$ cat config.mk
export PLATFORM = sky130hd
export DESIGN_NAME = tdc_measure_ctrl_flat
export DESIGN_NICKNAME = d
export VERILOG_FILES = /design/src/rtl/tdc_measure_ctrl_if.sv /design/src/rtl/tdc_measure_ctrl.sv /design/src/flat_wrapper.sv
export SDC_FILE = /design/constraint.sdc
export NUM_CORES = 1
export LEC_CHECK = 0
export BUFFER_PORTS_ARGS = -buffer_cell sky130_fd_sc_hd__clkbuf_2
export CAP_MARGIN = 20
export CORE_MARGIN = 5
export CORE_UTILIZATION = 36
export DETAILED_ROUTE_END_ITERATION = 8
export PLACE_DENSITY = 0.62
export SLEW_MARGIN = 10
export SYNTH_ARGS = -nofsm -noshare
export SYNTH_HDL_FRONTEND = slang
export SYNTH_SLANG_ARGS = --single-unit
$ cat constraint.sdc
create_clock -name wClk -period 4.8 [get_ports wClk]
set_clock_uncertainty 0.2 [all_clocks]
set_input_delay 0.48 -clock wClk [delete_from_list [all_inputs] [get_ports wClk]]
set_output_delay 0.48 -clock wClk [all_outputs]
set_load 0.02 [all_outputs]
$ cat src/rtl/tdc_measure_ctrl_if.sv
// Result delivery bundle for tdc_measure_ctrl.
// The controller drives the result fields and wResultValid (master side).
// The readout logic returns wResultReady (slave side).
//   wResultValid     master->slave  result available
//   wResultReady     slave->master  consumer accepts result
//   wResultCoarse    master->slave  coarse cycles between start and stop hits
//   wResultStartBin  master->slave  latched fine start bin
//   wResultStopBin   master->slave  latched fine stop bin (0 on timeout)
//   wResultTimeout   master->slave  measurement closed by timeout
interface tdc_measure_ctrl_if #(
  parameter int unsigned BITS_DECO   = 8,
  parameter int unsigned BITS_COARSE = 16
);
  logic                   wResultValid;
  logic                   wResultReady;
  logic [BITS_COARSE-1:0] wResultCoarse;
  logic [BITS_DECO-1:0]   wResultStartBin;
  logic [BITS_DECO-1:0]   wResultStopBin;
  logic                   wResultTimeout;

  modport master (
    output wResultValid, wResultCoarse, wResultStartBin, wResultStopBin, wResultTimeout,
    input  wResultReady
  );

  modport slave (
    input  wResultValid, wResultCoarse, wResultStartBin, wResultStopBin, wResultTimeout,
    output wResultReady
  );
endinterface

$ cat src/rtl/tdc_measure_ctrl.sv
// TDC time-interval measurement sequencer.
// The sequence is: arm, wait for a start hit, count coarse cycles, wait for a stop hit
// (or time out), then hold the result until the readout accepts it.
// Ports:
//   wClk, wRstN            clock, asynchronous active-low reset
//   wArm, wAbort           measurement request / cancel
//   wStartHit, wStartBin   start column edge and its decoded fine bin
//   wStopHit, wStopBin     stop column edge and its decoded fine bin
//   wCaptureEn             enables start/stop column sampling (ARMED/RUN)
//   wBusy                  measurement in progress (ARMED/RUN)
//   res                    result bundle (valid/ready handshake), master side
module tdc_measure_ctrl #(
  parameter int unsigned BITS_DECO      = 8,
  parameter int unsigned BITS_COARSE    = 16,
  parameter int unsigned TIMEOUT_CYCLES = 1000
) (
  input  logic                 wClk,
  input  logic                 wRstN,
  input  logic                 wArm,
  input  logic                 wAbort,
  input  logic                 wStartHit,
  input  logic                 wStopHit,
  input  logic [BITS_DECO-1:0] wStartBin,
  input  logic [BITS_DECO-1:0] wStopBin,
  output logic                 wCaptureEn,
  output logic                 wBusy,
  tdc_measure_ctrl_if.master   res
);

  localparam logic [BITS_COARSE-1:0] TIMEOUT_VAL = BITS_COARSE'(TIMEOUT_CYCLES);

  typedef enum logic [1:0] {S_IDLE, S_ARMED, S_RUN, S_DONE} state_e;

  state_e                 state_q, state_d;
  logic [BITS_COARSE-1:0] cnt_q, cnt_d;
  logic [BITS_COARSE-1:0] cnt_inc;
  logic [BITS_DECO-1:0]   start_bin_q, start_bin_d;
  logic [BITS_COARSE-1:0] coarse_q, coarse_d;
  logic [BITS_DECO-1:0]   rstart_q, rstart_d;
  logic [BITS_DECO-1:0]   rstop_q, rstop_d;
  logic                   timeout_q, timeout_d;
  logic                   capture_q, capture_d;
  logic                   busy_q, busy_d;
  logic                   valid_q, valid_d;

  assign cnt_inc = cnt_q + 1'b1;

  always_ff @(posedge wClk or negedge wRstN) begin
    if (!wRstN) begin
      state_q     <= S_IDLE;
      cnt_q       <= '0;
      start_bin_q <= '0;
      coarse_q    <= '0;
      rstart_q    <= '0;
      rstop_q     <= '0;
      timeout_q   <= 1'b0;
      capture_q   <= 1'b0;
      busy_q      <= 1'b0;
      valid_q     <= 1'b0;
    end else begin
      state_q     <= state_d;
      cnt_q       <= cnt_d;
      start_bin_q <= start_bin_d;
      coarse_q    <= coarse_d;
      rstart_q    <= rstart_d;
      rstop_q     <= rstop_d;
      timeout_q   <= timeout_d;
      capture_q   <= capture_d;
      busy_q      <= busy_d;
      valid_q     <= valid_d;
    end
  end

  always_comb begin
    state_d = state_q;
    unique case (state_q)
      S_IDLE:  if (wArm) state_d = S_ARMED;
      S_ARMED: begin
        // Abort wins over any hit in the same cycle.
        if (wAbort)         state_d = S_IDLE;
        else if (wStartHit) state_d = wStopHit ? S_DONE : S_RUN;
      end
      S_RUN: begin
        if (wAbort)                                  state_d = S_IDLE;
        else if (wStopHit || cnt_inc == TIMEOUT_VAL) state_d = S_DONE;
      end
      S_DONE:  if (res.wResultReady) state_d = wArm ? S_ARMED : S_IDLE;
      default: state_d = S_IDLE;
    endcase
  end

  // Outputs are registered, so they are derived from the next state.
  // Result fields load only on entry into DONE and hold otherwise.
  always_comb begin
    cnt_d       = cnt_q;
    start_bin_d = start_bin_q;
    coarse_d    = coarse_q;
    rstart_d    = rstart_q;
    rstop_d     = rstop_q;
    timeout_d   = timeout_q;
    capture_d   = (state_d == S_ARMED) || (state_d == S_RUN);
    busy_d      = (state_d == S_ARMED) || (state_d == S_RUN);
    valid_d     = (state_d == S_DONE);

    if (state_q == S_ARMED && wStartHit && !wAbort) begin
      cnt_d       = '0;
      start_bin_d = wStartBin;
    end else if (state_q == S_RUN) begin
      cnt_d = cnt_inc;
    end

    if (state_d == S_DONE && state_q != S_DONE) begin
      if (state_q == S_ARMED) begin
        coarse_d  = '0;
        rstart_d  = wStartBin;
        rstop_d   = wStopBin;
        timeout_d = 1'b0;
      end else begin
        rstart_d = start_bin_q;
        // A stop hit in the timeout cycle still counts as a real measurement.
        if (wStopHit) begin
          coarse_d  = cnt_inc;
          rstop_d   = wStopBin;
          timeout_d = 1'b0;
        end else begin
          coarse_d  = TIMEOUT_VAL;
          rstop_d   = '0;
          timeout_d = 1'b1;
        end
      end
    end
  end

  assign wCaptureEn          = capture_q;
  assign wBusy               = busy_q;
  assign res.wResultValid    = valid_q;
  assign res.wResultCoarse   = coarse_q;
  assign res.wResultStartBin = rstart_q;
  assign res.wResultStopBin  = rstop_q;
  assign res.wResultTimeout  = timeout_q;

endmodule

$ cat src/flat_wrapper.sv
// flat-port wrapper written by rule: the top's interface ports become plain ports
module tdc_measure_ctrl_flat 
#(
  parameter int unsigned BITS_DECO      = 8,
  parameter int unsigned BITS_COARSE    = 16,
  parameter int unsigned TIMEOUT_CYCLES = 1000
)
  (wClk, wRstN, wArm, wAbort, wStartHit, wStopHit, wStartBin, wStopBin, wCaptureEn, wBusy, res_wResultValid, res_wResultCoarse, res_wResultStartBin, res_wResultStopBin, res_wResultTimeout, res_wResultReady);
  tdc_measure_ctrl_if #(.BITS_DECO(BITS_DECO), .BITS_COARSE(BITS_COARSE)) res_i ();
  input  logic wClk;
  input  logic wRstN;
  input  logic wArm;
  input  logic wAbort;
  input  logic wStartHit;
  input  logic wStopHit;
  input  logic [BITS_DECO-1:0] wStartBin;
  input  logic [BITS_DECO-1:0] wStopBin;
  output logic wCaptureEn;
  output logic wBusy;
  output wire logic [$bits(res_i.wResultValid)-1:0] res_wResultValid;
  output wire logic [$bits(res_i.wResultCoarse)-1:0] res_wResultCoarse;
  output wire logic [$bits(res_i.wResultStartBin)-1:0] res_wResultStartBin;
  output wire logic [$bits(res_i.wResultStopBin)-1:0] res_wResultStopBin;
  output wire logic [$bits(res_i.wResultTimeout)-1:0] res_wResultTimeout;
  input wire logic [$bits(res_i.wResultReady)-1:0] res_wResultReady;
  assign res_wResultValid = res_i.wResultValid;
  assign res_wResultCoarse = res_i.wResultCoarse;
  assign res_wResultStartBin = res_i.wResultStartBin;
  assign res_wResultStopBin = res_i.wResultStopBin;
  assign res_wResultTimeout = res_i.wResultTimeout;
  assign res_i.wResultReady = res_wResultReady;
  tdc_measure_ctrl #(.BITS_DECO(BITS_DECO), .BITS_COARSE(BITS_COARSE), .TIMEOUT_CYCLES(TIMEOUT_CYCLES)) u_core (.wClk(wClk), .wRstN(wRstN), .wArm(wArm), .wAbort(wAbort), .wStartHit(wStartHit), .wStopHit(wStopHit), .wStartBin(wStartBin), .wStopBin(wStopBin), .wCaptureEn(wCaptureEn), .wBusy(wBusy), .res(res_i));
endmodule
## After elaboration in Yosys (flattened, before gate mapping)

Index checks and enable logic that the tools add are counted.

- Flip-flop bits (word level): 61
- Input port bits: 23
- Output and inout port bits: 36
- Word-level logic and storage cells: 44

- Add/subtract/negate cells: 1
- Equality and inequality tests: 8
- Mux-type cells: 18
- Reduce and logical (&&, ||, !) cells: 8

Operator list:

| kind | count |
|---|---|
| 2-to-1 mux 16 bit | 4 |
| 2-to-1 mux 8 bit | 3 |
| adder 16 x 1 -> 16 bit (second input constant) | 1 |
| == test 16 x 10 -> 1 bit (second input constant) | 1 |
| 2-to-1 mux 2 bit | 6 |
| == test 2 bit (second input constant) | 4 |
| one-hot mux 2 bit (4 select lines) | 1 |
| == test 2 x 1 -> 1 bit (second input constant) | 2 |
| 2-to-1 mux 1 bit | 4 |
| logical AND 1 bit | 3 |
| zero test 2 bit | 1 |
| logical OR 1 bit | 2 |
| != test 2 bit (second input constant) | 1 |
| nonzero test 2 bit | 1 |
| zero test 1 bit | 1 |

## Logic depth before layout (Yosys ltp)

Gate-level depths: netlist of run 1.

- Word-level depth: 8
- Mapped depth: 12
- Mapped depth without buffers: 11

## Worst setup path before layout of run 1

OpenSTA, ideal clock, no wires.

- Path type: register -> register
- From: reg u_core.cnt_q[0]
- To: reg u_core.rstop_q[0] (netlist: u_core.res.wResultStopBin[0])
- Setup time: 0.067 ns
- Data arrival time: 2.941 ns
- Data required time: 4.533 ns
- Setup slack: 1.592 ns
- Stages on the path, launching flop included: 12
- Buffers on the path: 1
- Period minus slack after synthesis: 3.208 ns
- Cells stage by stage: dfrtp_1 > ha_1 > buf_4 > nand2_1 > a21oi_1 > o22a_1 > or4_1 > o41ai_2 > ha_1 > nand2_1 > nor2_1 > a22o_1

- Cells in the longest elaborated chain, start to end: 8

Ends and longest elaborated chain:

| element | RTL line | RTL |
|---|---|---|
| start, declared | tdc_measure_ctrl.sv:35 | `logic [BITS_COARSE-1:0] cnt_q, cnt_d;` |
| start signal, assigned | tdc_measure_ctrl.sv:62 | `cnt_q <= cnt_d;` |
| adder 16 x 1 -> 16 bit | tdc_measure_ctrl.sv:46 | `assign cnt_inc = cnt_q + 1'b1;` |
| == test 16 x 10 -> 1 bit | tdc_measure_ctrl.sv:85 | `else if (wStopHit \|\| cnt_inc == TIMEOUT_VAL) state_d = S_DONE;` |
| logical OR 1 bit | tdc_measure_ctrl.sv:85 |  |
| 2-to-1 mux 2 bit | tdc_measure_ctrl.sv:85 |  |
| 2-to-1 mux 2 bit | tdc_measure_ctrl.sv:84 | `if (wAbort) state_d = S_IDLE;` |
| one-hot mux 2 bit (4 select lines) | tdc_measure_ctrl.sv:76 | `unique case (state_q)` |
| net u_core.state_d[0] | tdc_measure_ctrl.sv:34 | `state_e state_q, state_d;` |
| == test 2 bit | - |  |
| net u_core.valid_d | tdc_measure_ctrl.sv:44 | `logic valid_q, valid_d;` |
| logical AND 1 bit | tdc_measure_ctrl.sv:112 | `if (state_d == S_DONE && state_q != S_DONE) begin` |
| end signal, assigned | tdc_measure_ctrl.sv:66 | `rstop_q <= rstop_d;` |
| end, declared | tdc_measure_ctrl.sv:40 | `logic [BITS_DECO-1:0] rstop_q, rstop_d;` |

The timed path passes the listed nets, and every way through them passes these cells.
A chain may end at the register's enable or synchronous reset.

## Worst setup path in the final report of run 1

- From: reg u_core.cnt_q[0]
- To: reg u_core.rstop_q[1] (netlist: u_core.res.wResultStopBin[1])

The elaborated chain is that of the path after synthesis.

==> flow_metrics.tcl, run 1 <==
set metrics [dict create \
    grt_pass1_vias 2174 \
    finalSetupViolCount 0 \
    overflow 0 \
    core-area_sq_um 8090 \
    stdcell_area_sq_um 3470 \
    clk_path_buf_depth 2 \
    drc 0 \
    met1_usage_pct 19.5 \
    ys_top_cells_by_count "dfrtp_1, nand2_1, o21ai_0, nor2_1" \
    cp_data_arrival_time_ns 4.25 \
    slew_viol_final 0 \
    dr.pass1.iters 4 \
    antenna_found_initial 0 \
    routedWlPerCell_microns 14.4 \
    hold_violations 0 \
    port_buffers 58 \
    place.gp.congestion 0.859 \
    syn_area_sq_um 2940 \
    synth_edf_count 0 \
    endpoint_kind "flip-flop" \
    drive_above_1_share_pct 26.3 \
    setup.worst_path.class "flip-flop to flip-flop" \
    grt_util_all_layers_pct 14.0 \
    top_usage_layer "met2" \
    relSlewSlack_pct 47.9 \
    grt_pass1_wl_microns 11100 \
    start_util_pct 36.3 \
    cts_resized 0 \
    ant_nets 0 \
    cts.clk_slew.worst_paths_ns 0.07 \
    powerDensity_nw_per_um2 600 \
    dp_hpwl_microns 4620 \
    tightest_slew_ns 0.781 \
    fin_nets 367 \
    die-width_microns 100 \
    synth_ff_type "dfrtp_1" \
    ys_top_cells_by_area "dfrtp_1, nand2_1, o21ai_0" \
    hold_path_class "primary input to asynchronous set/reset pin" \
    ys_types 41 \
    period_needed_ns 4.18 \
    critPathLaunchType "flip-flop" \
    synth.most_common_cell "dfrtp_1" \
    avgSynthCellArea_sq_um 10.1 \
    synth_top_area_share_pct 52.0 \
    status "completed" \
    syn-num-nets 316 \
    r2r_start "u_core.cnt_q[0]" \
    viasPerCell 4.96 \
    multi_input_area_sq_um 1280 \
    syn2layout_area_growth_pct 18.1 \
    die_area_sq_um 10100 \
    clk_latency_ns 0.34 \
    cp_data_required_time_ns 4.87 \
    r2r_end "u_core.res.wResultStopBin[1]" \
    tns_ns 0 \
    rsz0062_at_grt "no" \
    use_met3_pct 2.64 \
    row_count 33 \
    cts_buffers 9 \
    fmax_ghz 0.239 \
    placed_area_sq_um 3270 \
    path_max_fanout 21 \
    grt_max_degree 62 \
    die_h_microns 100 \
    cts_tree "yes" \
    drt_iter0_markers 94 \
    cts-root-buf "clkbuf_8" \
    netlist_instances 290 \
    ys_ff_latch 61 \
    yosysSeqAreaShare_pct 52.0 \
    pin_count 59 \
    async_reset_ff_share_pct 100 \
    fillCellCount 800 \
    cts.htree.levels 3 \
    maxCapViolCount 0 \
    hold_buffers 0 \
    synth_top_area_cell "dfrtp_1" \
    min_period_over_period_pct 87.1 \
    post_cts.repair.setup_buffers 0 \
    clock-sinks 61 \
    reg2reg_slack_ns 0.62 \
    wl_microns 6480 \
    regArea_sq_um 1530 \
    grt_use_met2_pct 20.8 \
    diodes 0 \
    p_leak_nw 1.63 \
    vias 2239 \
    ir_worst_vdd_uv 189 \
    yosys_warnings 0 \
    reg2reg_depth 10 \
]
[power breakdown]
part / internal, mW / switching (mW)
registers: 0.710 / 0.147
clock network: 0.238 / 0.197
logic: 0.308 / 0.479
[registers in the layout, summed over array words and instances (netlist names)]
name	flops
u_core.wCaptureEn	1
u_core.state_q	2
u_core.cnt_q	16
u_core.res.wResultStartBin	8
u_core.res.wResultValid	1
u_core.res.wResultStopBin	8
u_core.res.wResultTimeout	1
u_core.res.wResultCoarse	16
u_core.start_bin_q	8
[layout by cell type, fill, tap and decap left out, types with 3 or more instances in the layout]
cell,n
xor2_1,6
buf_4,4
ha_1,3
dfrtp_1,61
clkbuf_8,9
nand4_1,3
nand2b_1,4
o21ai_0,35
a22o_1,13
nor2_1,14
nand2_1,50
mux2i_1,10
a21oi_1,5
mux2_2,9
inv_1,5
o22ai_1,7
nand3_1,5
nor2b_1,3
nor4_1,3
nor3_1,3
clkbuf_2,58
xnor2_1,8
[area by class of cell]
type	count	share of cell area, %
sequential	61	44.0
multi-input combinational	202	36.9
timing repair buffer	62	9.24
tap	105	3.79
clock buffer	10	3.68
clock inverter	6	1.84
inverter	5	0.542
[kinds of logic after synthesis]
| group | synth area share (%) |
|---|---|
| compound gates | 15.4 |
| fa+ha+maj | 1.28 |
| buf+inv | 4.48 |
| flops | 52.0 |
| mux | 6.86 |
| xor+xnor | 4.18 |
| simple gates | 15.8 |
[worst max-delay path: stages (launching register included)]
cell and delay (ns):
dfrtp_1 0.46, ha_1 0.34, nand2_1 0.18, nor3_4 0.33, mux2_2 0.38, o22a_1 0.21
o41ai_2 0.41, ha_1 0.27, nand2_1 0.46, nor2_1 0.65, a22o_1 0.22
[per-stage QoR]
stage	utilization (%)	power, mW	hold slack [ns]	instances	setup slack [ns]
after floorplan	-	1.40	-0.0156	290	1.59
after global placement	40.5	1.65	0.263	435	0.827
after detailed placement	40.5	1.66	0.258	435	0.582
after CTS	42.8	2.11	0.123	451	0.566
after global routing	42.8	2.24	0.143	451	0.209
final	42.8	2.08	0.0956	451	0.618
[routing by layer]
layer,wire (microns),vias to the layer above
li1,-,1120
met1,3120,1047
met2,2890,60
met3,333,12
met4,139,0
met5,0,-
[worst max path at each step]
stage / startpoint / to / depth (start not counted)
floorplan: u_core.cnt_q[0] / u_core.res.wResultStopBin[0] / 11
global placement: u_core.cnt_q[0] / u_core.res.wResultStopBin[2] / 10
detailed placement: u_core.cnt_q[0] / u_core.res.wResultStopBin[1] / 10
CTS: u_core.cnt_q[0] / u_core.res.wResultStopBin[1] / 10
global route: u_core.cnt_q[0] / u_core.res.wResultStopBin[1] / 10
finish: u_core.cnt_q[0] / u_core.res.wResultStopBin[1] / 10
Power figures use the tool's default switching activity.
==> inputs of run 2 (changes only) <==
--- a/config.mk
+++ b/config.mk
@@ -5,12 +5,16 @@
 export SDC_FILE = /design/constraint.sdc
 export NUM_CORES = 1
 export LEC_CHECK = 0
+export ABC_AREA = 1
 export BUFFER_PORTS_ARGS = -buffer_cell sky130_fd_sc_hd__clkbuf_2
 export CAP_MARGIN = 20
+export CELL_PAD_IN_SITES_DETAIL_PLACEMENT = 0
+export CELL_PAD_IN_SITES_GLOBAL_PLACEMENT = 1
 export CORE_MARGIN = 5
 export CORE_UTILIZATION = 36
 export DETAILED_ROUTE_END_ITERATION = 8
-export PLACE_DENSITY = 0.62
+export HOLD_SLACK_MARGIN = 0.02
+export PLACE_DENSITY = 0.78
 export SLEW_MARGIN = 10
 export SYNTH_ARGS = -nofsm -noshare
 export SYNTH_HDL_FRONTEND = slang
==> run 2 against run 1 <==
Against the previous run: hold slack improved by 0.0092 ns; global-route usage increased by 1.4 points; wire length up 11%; die area down 2.8%; non-clock buffer count shrank 2; via count increased by 11%; total power increased by 2.3%; largest power group unchanged.
==> flow_metrics.tcl, run 2 <==
set metrics [dict create \
    powerDensity_nw_per_um2 615 \
    die_area_sq_um 9770 \
    synth_top_area_cell "dfrtp_1" \
    drive_above_1_share_pct 21.3 \
    finalSetupViolCount 0 \
    cts-root-buf "clkbuf_8" \
    cpMostUsedCell "a211oi_1" \
    viasPerCell 4.86 \
    async_reset_ff_share_pct 100 \
    placed_area_sq_um 3230 \
    die-width_microns 98.9 \
    rsz0062_at_grt "no" \
    fillCellCount 814 \
    grt_util_all_layers_pct 15.5 \
    avgSynthCellArea_sq_um 8.34 \
    dpl.cell_count 495 \
    start_util_pct 36.8 \
    place.gp.congestion 0.900 \
    reg2reg_depth 10 \
    routedWlPerCell_microns 14.1 \
    port_buffers 58 \
    cts.htree.levels 3 \
    synth_ff_type "dfrtp_1" \
    cp_data_arrival_time_ns 3.96 \
    antenna_found_initial 0 \
    critical_path_buf_inv_count 2 \
    yosys_warnings 0 \
    dp_hpwl_microns 5230 \
    min_period_over_period_pct 81.1 \
    ys_types 26 \
    post_cts.repair.setup_buffers 0 \
    tns_ns 0 \
    cts_buffers 9 \
    synth_top_area_share_pct 53.7 \
    ys_top_cells_by_count "nand2_1, dfrtp_1, o21ai_0, nor2_1, inv_1" \
    layout.cells.most_common "nand2_1" \
    wl_microns 7200 \
    stdcell_area_sq_um 3460 \
    fin_util_pct 44.8 \
    yosysSeqAreaShare_pct 53.7 \
    crit_slowest_cell "a21oi_1" \
    maxCapViolCount 0 \
    status "completed" \
    clk_path_buf_depth 2 \
    setup.worst_path.class "flip-flop to flip-flop" \
    layoutNonFillerInstCount 511 \
    pin_count 59 \
    cts.clk_slew.worst_paths_ns 0.07 \
    path_max_fanout 18 \
    hold_violations 0 \
    reg2reg_slack_ns 0.91 \
    crit_path_max_incr_delay_ns 0.75 \
    regArea_sq_um 1530 \
    slew_viol_final 0 \
    endpoint "u_core.res.wResultStopBin[7]" \
    r2r_start "u_core.state_q[0]" \
    overflow 0 \
    cts_resized 0 \
    critPathLaunch "u_core.state_q[0]" \
    fin_nets 430 \
    hold_buffers 0 \
    path_cells "inv_1 > nor2_1 > clkinv_1 > a211oi_1 > a211oi_1 > a21oi_2 > ha_1 > nand2_1 > a21oi_1 > a22o_1" \
    p_leak_nw 1.69 \
    ant_nets 0 \
    endpoint_kind "flip-flop" \
    syn-num-nets 367 \
    multi_input_area_sq_um 1150 \
    r2r_end "u_core.res.wResultStopBin[7]" \
    clk_latency_ns 0.34 \
    ir_worst_vdd_uv 292 \
    grt_max_degree 62 \
    syn_area_sq_um 2840 \
    synth_edf_count 0 \
    dr.pass1.iters 4 \
    tightest_slew_ns 0.774 \
    period_needed_ns 3.89 \
    fmax_ghz 0.257 \
    cp_data_required_time_ns 4.87 \
    drc 0 \
    ys_top_cells_by_area "dfrtp_1, nand2_1, o21ai_0" \
    cp.depth 10 \
    die_h_microns 98.9 \
    most-common-layout-cells "nand2_1, dfrtp_1, clkbuf_2, o21ai_0, nor2_1" \
    syn2layout_area_growth_pct 21.7 \
    grt_pass1_vias 2456 \
    drt_iter0_markers 120 \
    clock-sinks 61 \
    diodes 0 \
    vias 2485 \
    critPathLaunchType "flip-flop" \
    row_count 32 \
    core-area_sq_um 7730 \
    synth.most_common_cell "nand2_1" \
    hold_path_class "primary input to asynchronous set/reset pin" \
    cts_tree "yes" \
    netlist_instances 341 \
    grt_pass1_wl_microns 12000 \
    relSlewSlack_pct 48.4 \
    ys_ff_latch 61 \
    path_delay_family "compound AO/OA/AOI/OAI gates" \
]
-- run 2: changes by cell type after synthesis, moves of 4 or more --
cell,previous run,this run
clkbuf_1,13,4
nand4_1,3,7
xor2_1,6,0
a22o_1,13,8
o21ai_0,35,41
nand2_1,50,103
xnor2_1,8,0
nand3_1,5,15
nor2_1,14,34
nand2b_1,4,0
inv_1,5,29
mux2_2,9,0
mux2i_1,10,0
-- run 2: cell type report --
cell class,count,area share (%)
repair buffers,60,8.83
well taps,102,3.69
inverters,33,3.58
clock buffers,12,4.49
clock inverters,4,2.03
multi-input cells,239,33.2
flip-flops and latches,61,44.1
-- run 2: metrics by stage --
| step | setup WS, ns | power (mW) | hold slack, ns |
|---|---|---|---|
| finish | 0.909 | 2.13 | 0.105 |
| global route | 0.441 | 2.29 | 0.147 |
| CTS | 0.849 | 2.16 | 0.129 |
| detailed placement | 0.883 | 1.63 | 0.254 |
| global placement | 1.01 | 1.62 | 0.248 |
| floorplan | 2.01 | 1.36 | -0.0156 |
-- run 2: cells by family after synthesis --
| family | synth area share [%] |
|---|---|
| xor+xnor | 0.572 |
| compound gates | 13.6 |
| simple gates | 24.9 |
| flops | 53.7 |
| buf+inv | 5.85 |
| fa+ha+maj | 1.32 |
-- run 2: metal layers --
metal  vias up  routed length, microns  track usage (%)
met5         -                       0                0
met4         0                     110             5.36
met3         9                     411             4.10
met2        69                    3290             23.3
met1      1158                    3380             21.5
li1       1249                       -                -
-- run 2: where the power goes --
part | internal (mW) | switching, mW
Clock | 0.319 | 0.194
Sequential | 0.710 | 0.141
Combinational | 0.244 | 0.519
Total | 1.27 | 0.854
-- run 2: worst min path at each step --
| stage | from | end | cells past startpoint |
|---|---|---|---|
| 3_3_place_gp | u_core.start_bin_q[6] | u_core.start_bin_q[6] | 2 |
| 2_1_floorplan | wRstN | u_core.cnt_q[0] | 0 |
| 3_5_place_dp | u_core.start_bin_q[5] | u_core.start_bin_q[5] | 2 |
| 6_report | wRstN | u_core.cnt_q[9] | 2 |
| 4_1_cts | wRstN | u_core.res.wResultCoarse[7] | 2 |
| 5_1_grt | wStopBin[4] | u_core.res.wResultStopBin[4] | 2 |
